===== config.mk =====
export PLATFORM = sky130hd
export DESIGN_NAME = chan_pkt_framer
export DESIGN_NICKNAME = d
export VERILOG_FILES = /design/src/rtl/chan_pkt_framer.sv
export SDC_FILE = /design/constraint.sdc
export NUM_CORES = 1
export LEC_CHECK = 0
export ABC_AREA = 1
export BUFFER_PORTS_ARGS = -buffer_cell sky130_fd_sc_hd__buf_2
export CAP_MARGIN = 20
export CORE_ASPECT_RATIO = 1.75
export CORE_UTILIZATION = 40
export CTS_CLUSTER_SIZE = 10
export DETAILED_ROUTE_END_ITERATION = 10
export SLEW_MARGIN = 20
export SYNTH_ARGS = -nofsm -noshare
export SYNTH_HDL_FRONTEND = slang
export SYNTH_SLANG_ARGS = --single-unit

===== constraint.sdc =====
create_clock -name clk -period 8.1 [get_ports clk]
set_input_delay 0 -clock clk [delete_from_list [all_inputs] [get_ports clk]]
set_output_delay 0 -clock clk [all_outputs]
set_load 0.01 [all_outputs]

===== src/rtl/chan_pkt_framer.sv =====
// Channelizer packet framer: aligns to FFT bin 0, cuts fixed-length packets,
// tags the final packet of a burst, and drives the output from a 2-entry skid buffer.
module chan_pkt_framer #(
    parameter int DATA_WIDTH = 32,
    parameter int BIN_WIDTH  = 12
) (
    input  logic                  clk,
    input  logic                  reset_n,
    input  logic [15:0]           payload_length,
    input  logic                  eob_req,
    input  logic [DATA_WIDTH-1:0] s_axis_tdata,
    input  logic [BIN_WIDTH-1:0]  s_axis_tuser,
    input  logic                  s_axis_tvalid,
    output logic                  s_axis_tready,
    output logic [DATA_WIDTH-1:0] m_axis_tdata,
    output logic [BIN_WIDTH-1:0]  m_axis_tuser,
    output logic                  m_axis_tvalid,
    output logic                  m_axis_tlast,
    input  logic                  m_axis_tready,
    output logic                  eob_tag
);

    typedef enum logic {SYNC, RUN} state_t;

    typedef struct packed {
        logic [DATA_WIDTH-1:0] data;
        logic [BIN_WIDTH-1:0]  user;
        logic                  last;
        logic                  eob;
    } beat_t;

    state_t      r_state, w_state_nx;
    logic [13:0] r_cnt, w_cnt_nx;
    logic [13:0] r_len, w_len_nx;
    logic        r_pend, w_pend_nx;
    logic        r_rdy, r_vld;
    logic [1:0]  r_fill, w_fill_nx;
    beat_t       r_buf0, r_buf1, w_buf0_nx, w_buf1_nx, w_new;

    logic        w_acc, w_pop, w_fwd, w_last, w_eob, w_slot;
    logic [13:0] w_plen, w_nnew, w_idx, w_n;

    assign w_acc  = s_axis_tvalid & r_rdy;
    assign w_pop  = r_vld & m_axis_tready;
    assign w_fwd  = w_acc & ((r_state == RUN) | (s_axis_tuser == '0));
    assign w_plen = payload_length[15:2];
    assign w_nnew = (w_plen == 14'd0) ? 14'd1 : w_plen;
    assign w_idx  = (r_state == SYNC) ? 14'd0 : r_cnt;
    // Length is sampled only on sample 0 so mid-packet changes wait a packet
    assign w_n    = (w_idx == 14'd0) ? w_nnew : r_len;
    assign w_last = (w_idx == w_n - 14'd1);
    assign w_eob  = r_pend | eob_req;
    assign w_new  = '{data: s_axis_tdata, user: s_axis_tuser,
                      last: w_last, eob: w_last & w_eob};

    always_comb begin
        w_state_nx = r_state;
        w_cnt_nx   = r_cnt;
        w_len_nx   = r_len;
        w_pend_nx  = w_eob;
        if (w_fwd) begin
            w_len_nx = w_n;
            if (w_last) begin
                w_cnt_nx   = 14'd0;
                w_pend_nx  = 1'b0;
                w_state_nx = w_eob ? SYNC : RUN;
            end else begin
                w_cnt_nx   = w_idx + 14'd1;
                w_state_nx = RUN;
            end
        end
    end

    // Slot for the incoming beat is the occupancy left after this cycle's pop
    assign w_slot = ((r_fill - {1'b0, w_pop}) != 2'd0);

    always_comb begin
        w_buf0_nx = r_buf0;
        w_buf1_nx = r_buf1;
        w_fill_nx = r_fill - {1'b0, w_pop} + {1'b0, w_fwd};
        if (w_pop && r_fill == 2'd2) begin
            w_buf0_nx = r_buf1;
        end
        if (w_fwd) begin
            if (w_slot) begin
                w_buf1_nx = w_new;
            end else begin
                w_buf0_nx = w_new;
            end
        end
    end

    always_ff @(posedge clk or negedge reset_n) begin
        if (!reset_n) begin
            r_state <= SYNC;
            r_cnt   <= '0;
            r_len   <= 14'd1;
            r_pend  <= 1'b0;
            r_fill  <= '0;
            r_rdy   <= 1'b0;
            r_vld   <= 1'b0;
            r_buf0  <= '0;
            r_buf1  <= '0;
        end else begin
            r_state <= w_state_nx;
            r_cnt   <= w_cnt_nx;
            r_len   <= w_len_nx;
            r_pend  <= w_pend_nx;
            r_fill  <= w_fill_nx;
            r_rdy   <= (w_fill_nx != 2'd2);
            r_vld   <= (w_fill_nx != 2'd0);
            r_buf0  <= w_buf0_nx;
            r_buf1  <= w_buf1_nx;
        end
    end

    assign s_axis_tready = r_rdy;
    assign m_axis_tvalid = r_vld;
    assign m_axis_tdata  = r_buf0.data;
    assign m_axis_tuser  = r_buf0.user;
    assign m_axis_tlast  = r_buf0.last;
    assign eob_tag       = r_buf0.eob;

endmodule

==> results.py <==
metrics = {
    "status": {
        "status": "completed",
    },
    "power": {
        "vdd_drop_max_uv": 149,
        "swShare_pct": 41.5,
        "power.total_mw": 3.53,
        "p_seq_share_pct": 30.7,
        "power.density_nw_per_um2": 408,
        "p_int_mw": 2.07,
        "p_comb_share_pct": 47.4,
        "leakage_nw": 4.41,
        "clkPwrFrac_pct": 21.9,
        "p_switching_mw": 1.47,
    },
    "placed_design": {
        "pre_cts_slack_ns": 4.24,
        "port-buffer-count": 110,
        "gp_congestion": 0.859,
        "post-dp-hpwl_mm": 11.3,
        "dpl.cell_count": 1107,
    },
    "setup_path": {
        "worstPathRequired_ns": 8.37,
        "start_kind": "register",
        "r2r_cells": 20,
        "crit_top_cell": "nand2_1",
        "crit_type": "reg2reg",
        "path_cells": "buf_4 -> nand2_1 -> ha_1 -> nand2_1 -> nor2_1 -> nand2_1 -> nor2_4 -> nand2_1 -> nand2_2 -> ha_1 -> xor2_1 -> nand3b_1 -> nor2_1 -> nand2_1 -> nor2_1 -> nand2_1 -> nor2_2 -> nand3_4 -> nand3_1 -> o21ai_0",
        "crit_buf_inv": 1,
        "cpLargestDelayFamily": "simple AND/OR/NAND/NOR gates",
        "crit_fanout": 20,
        "regToRegSetupSlack_ns": 4.38,
        "cpMaxStageDelayCell": "dfrtp_1",
        "r2r_start": "r_state",
        "r2r_end": "r_cnt[3]",
        "cpPeakStageDelay_ns": 0.38,
        "critPathArrivalTime_ns": 4.00,
        "crit_path_end_kind": "register",
    },
    "logic_synthesis": {
        "synth_edf_count": 0,
        "syn-num-nets": 871,
        "ys_seq_area_share_pct": 46.0,
        "synth_cells": 801,
        "yosys_warnings": 0,
        "synthArstFlopShare_pct": 100,
        "ys_ff_latch": 126,
        "syn_area_sq_um": 6860,
        "syn_avg_cell_area_sq_um": 8.56,
        "synth_ff_type": "dfrtp_1",
        "ys_types": 38,
    },
    "layout": {
        "drive_above_1_share_pct": 25.3,
        "antenna_cells": 0,
        "fin_cells": 1186,
        "layout_common_cells": "nand2_1, dfrtp_1, buf_2",
        "final_common_cell": "nand2_1",
        "area_growth_pct": 26.3,
        "postLayoutCoreUtil_pct": 51.3,
        "nets": 1017,
    },
    "route": {
        "first_iter_violations": 187,
        "final_antenna_net_count": 0,
        "avgRoutedWirePerCell_um": 14.2,
        "dr.pass1.iters": 5,
        "via_per_inst": 4.90,
        "vias": 5807,
        "wirelength_mm": 16.9,
        "drc": 0,
    },
    "grt": {
        "grt_max_degree": 78,
        "grt_usage_pct": 20.0,
        "grt_pass1_vias": 5707,
        "overflow": 0,
        "grt_pass1_wl_mm": 27.6,
        "antenna_found_initial": 0,
    },
    "job": {
        "cap_violations": 0,
    },
    "clocking": {
        "worstSkewPairLatency_ns": 0.41,
        "post_cts_buffers": 0,
        "clk_path_buf_depth": 2,
        "cts-buffers-inserted": 17,
        "clkTransAtPathRegs_ns": 0.06,
        "cts_tree": "yes",
        "htreeDepth": 4,
        "cts_root_buffer": "clkbuf_16",
        "clock_sink_count": 126,
        "cts_resized": 0,
    },
    "worst_hold_path": {
        "min_path_type": "in2reg",
        "holdPathEnd": "r_len[12]",
        "hold_depth": 3,
        "worstHoldStart": "payload_length[14]",
    },
    "timing": {
        "worst_pin_slew_ns": 0.834,
        "min_period_over_period_pct": 46.0,
        "setup_viol": 0,
        "rsz0062_at_grt": "no",
        "hold_viol": 0,
        "relSlewSlack_pct": 44.4,
        "period_needed_ns": 3.72,
        "max_freq_ghz": 0.269,
        "finalSetupTns_ns": 0,
        "maxSlewViolCount": 0,
        "skew_ns": 0.00825,
        "fin_ws_ns": 4.38,
    },
    "floorplanning": {
        "start_util_pct": 40.7,
        "fp.dieH_um": 175,
        "rows": 63,
        "dieArea_sq_um": 17700,
        "die_w_um": 101,
        "boundaryPins": 113,
        "core-area_sq_um": 16900,
    },
}
==> flip-flops by register name (all words and copies together), names as in the netlist, 2 cells and up <==
| signal | cells |
|---|---|
| m_axis_tuser | 12 |
| r_buf1 | 46 |
| r_len | 14 |
| r_cnt | 14 |
| r_fill | 2 |
| m_axis_tdata | 32 |
==> power groups by stage <==
stage / registers, mW / clock network (mW) / logic (mW)
2_1_floorplan: 1.11 / 0 / 1.23
3_3_place_gp: 1.08 / 0 / 1.64
3_5_place_dp: 1.09 / 0 / 1.66
4_1_cts: 1.08 / 0.796 / 1.69
5_1_grt: 1.12 / 0.821 / 1.90
6_report: 1.08 / 0.773 / 1.67
==> cell usage after synthesis (all sizes together) (4+ instances only) <==
cell type | count | area, sq um
nand4 | 27 | 169
clkbuf | 27 | 101
xor2 | 13 | 114
o21ai | 51 | 270
mux2 | 44 | 495
nand2 | 242 | 988
nand3b | 13 | 110
nand3 | 50 | 263
a21oi | 4 | 20.0
nor2 | 61 | 289
a31oi | 18 | 113
dfrtp | 125 | 3130
inv | 68 | 255
mux2i | 26 | 260
ha | 5 | 62.6
buf | 9 | 76.3
==> worst max path at each step <==
stage,from,end,cells after the start
CTS,m_axis_tvalid,m_axis_tuser[5],10
floorplan,r_state,r_cnt[5],23
global placement,m_axis_tvalid,m_axis_tuser[7],10
finish,r_state,r_cnt[3],20
global route,r_state,r_cnt[7],21
detailed placement,m_axis_tvalid,m_axis_tdata[0],10
==> tightest hold or removal path, stage by stage <==
cell and delay (ns):
buf_2 0.10, o21ai_1 0.11, o21ai_0 0.17
==> layer usage <==
layer  track usage [%]  wire, um
met1              22.6      6920
met2              36.5      8930
met3              3.52       642
met4              7.97       369
met5                 0         0
==> stage by stage <==
stage / area, sq um / hold WS [ns]
5_1_grt: 8660 / 0.0595
6_report: 8660 / 0.0194
4_1_cts: 8640 / 0.0113
3_5_place_dp: 7570 / 0.0738
3_3_place_gp: 7570 / 0.0760
2_1_floorplan: 6860 / -0.296
==> repair_timing <==
item,4_1_cts,5_1_grt
hold endpoints to repair,139,0
hold buffers,47,0
endpoints found under the setup margin,0,0
==> cell type report <==
type	count	area [sq um]
Sequential cell	126	3150
Clock inverter	11	141
Fill cell	1628	8210
Clock buffer	20	457
Multi-Input combinational cell	570	3280
Timing Repair Buffer	163	1080
Tap cell	227	284
Inverter	69	259
==> kinds of logic after synthesis <==
family	share of synthesized area, %
AND/OR/NAND/NOR	27.2
AO/OA/AOI/OAI	6.44
buffers and inverters	6.37
adder cells (fa/ha/maj)	0.912
XOR/XNOR	2.04
flip-flops	46.0
multiplexers	11.0
Note: power is estimated with default switching activity, not from simulation.
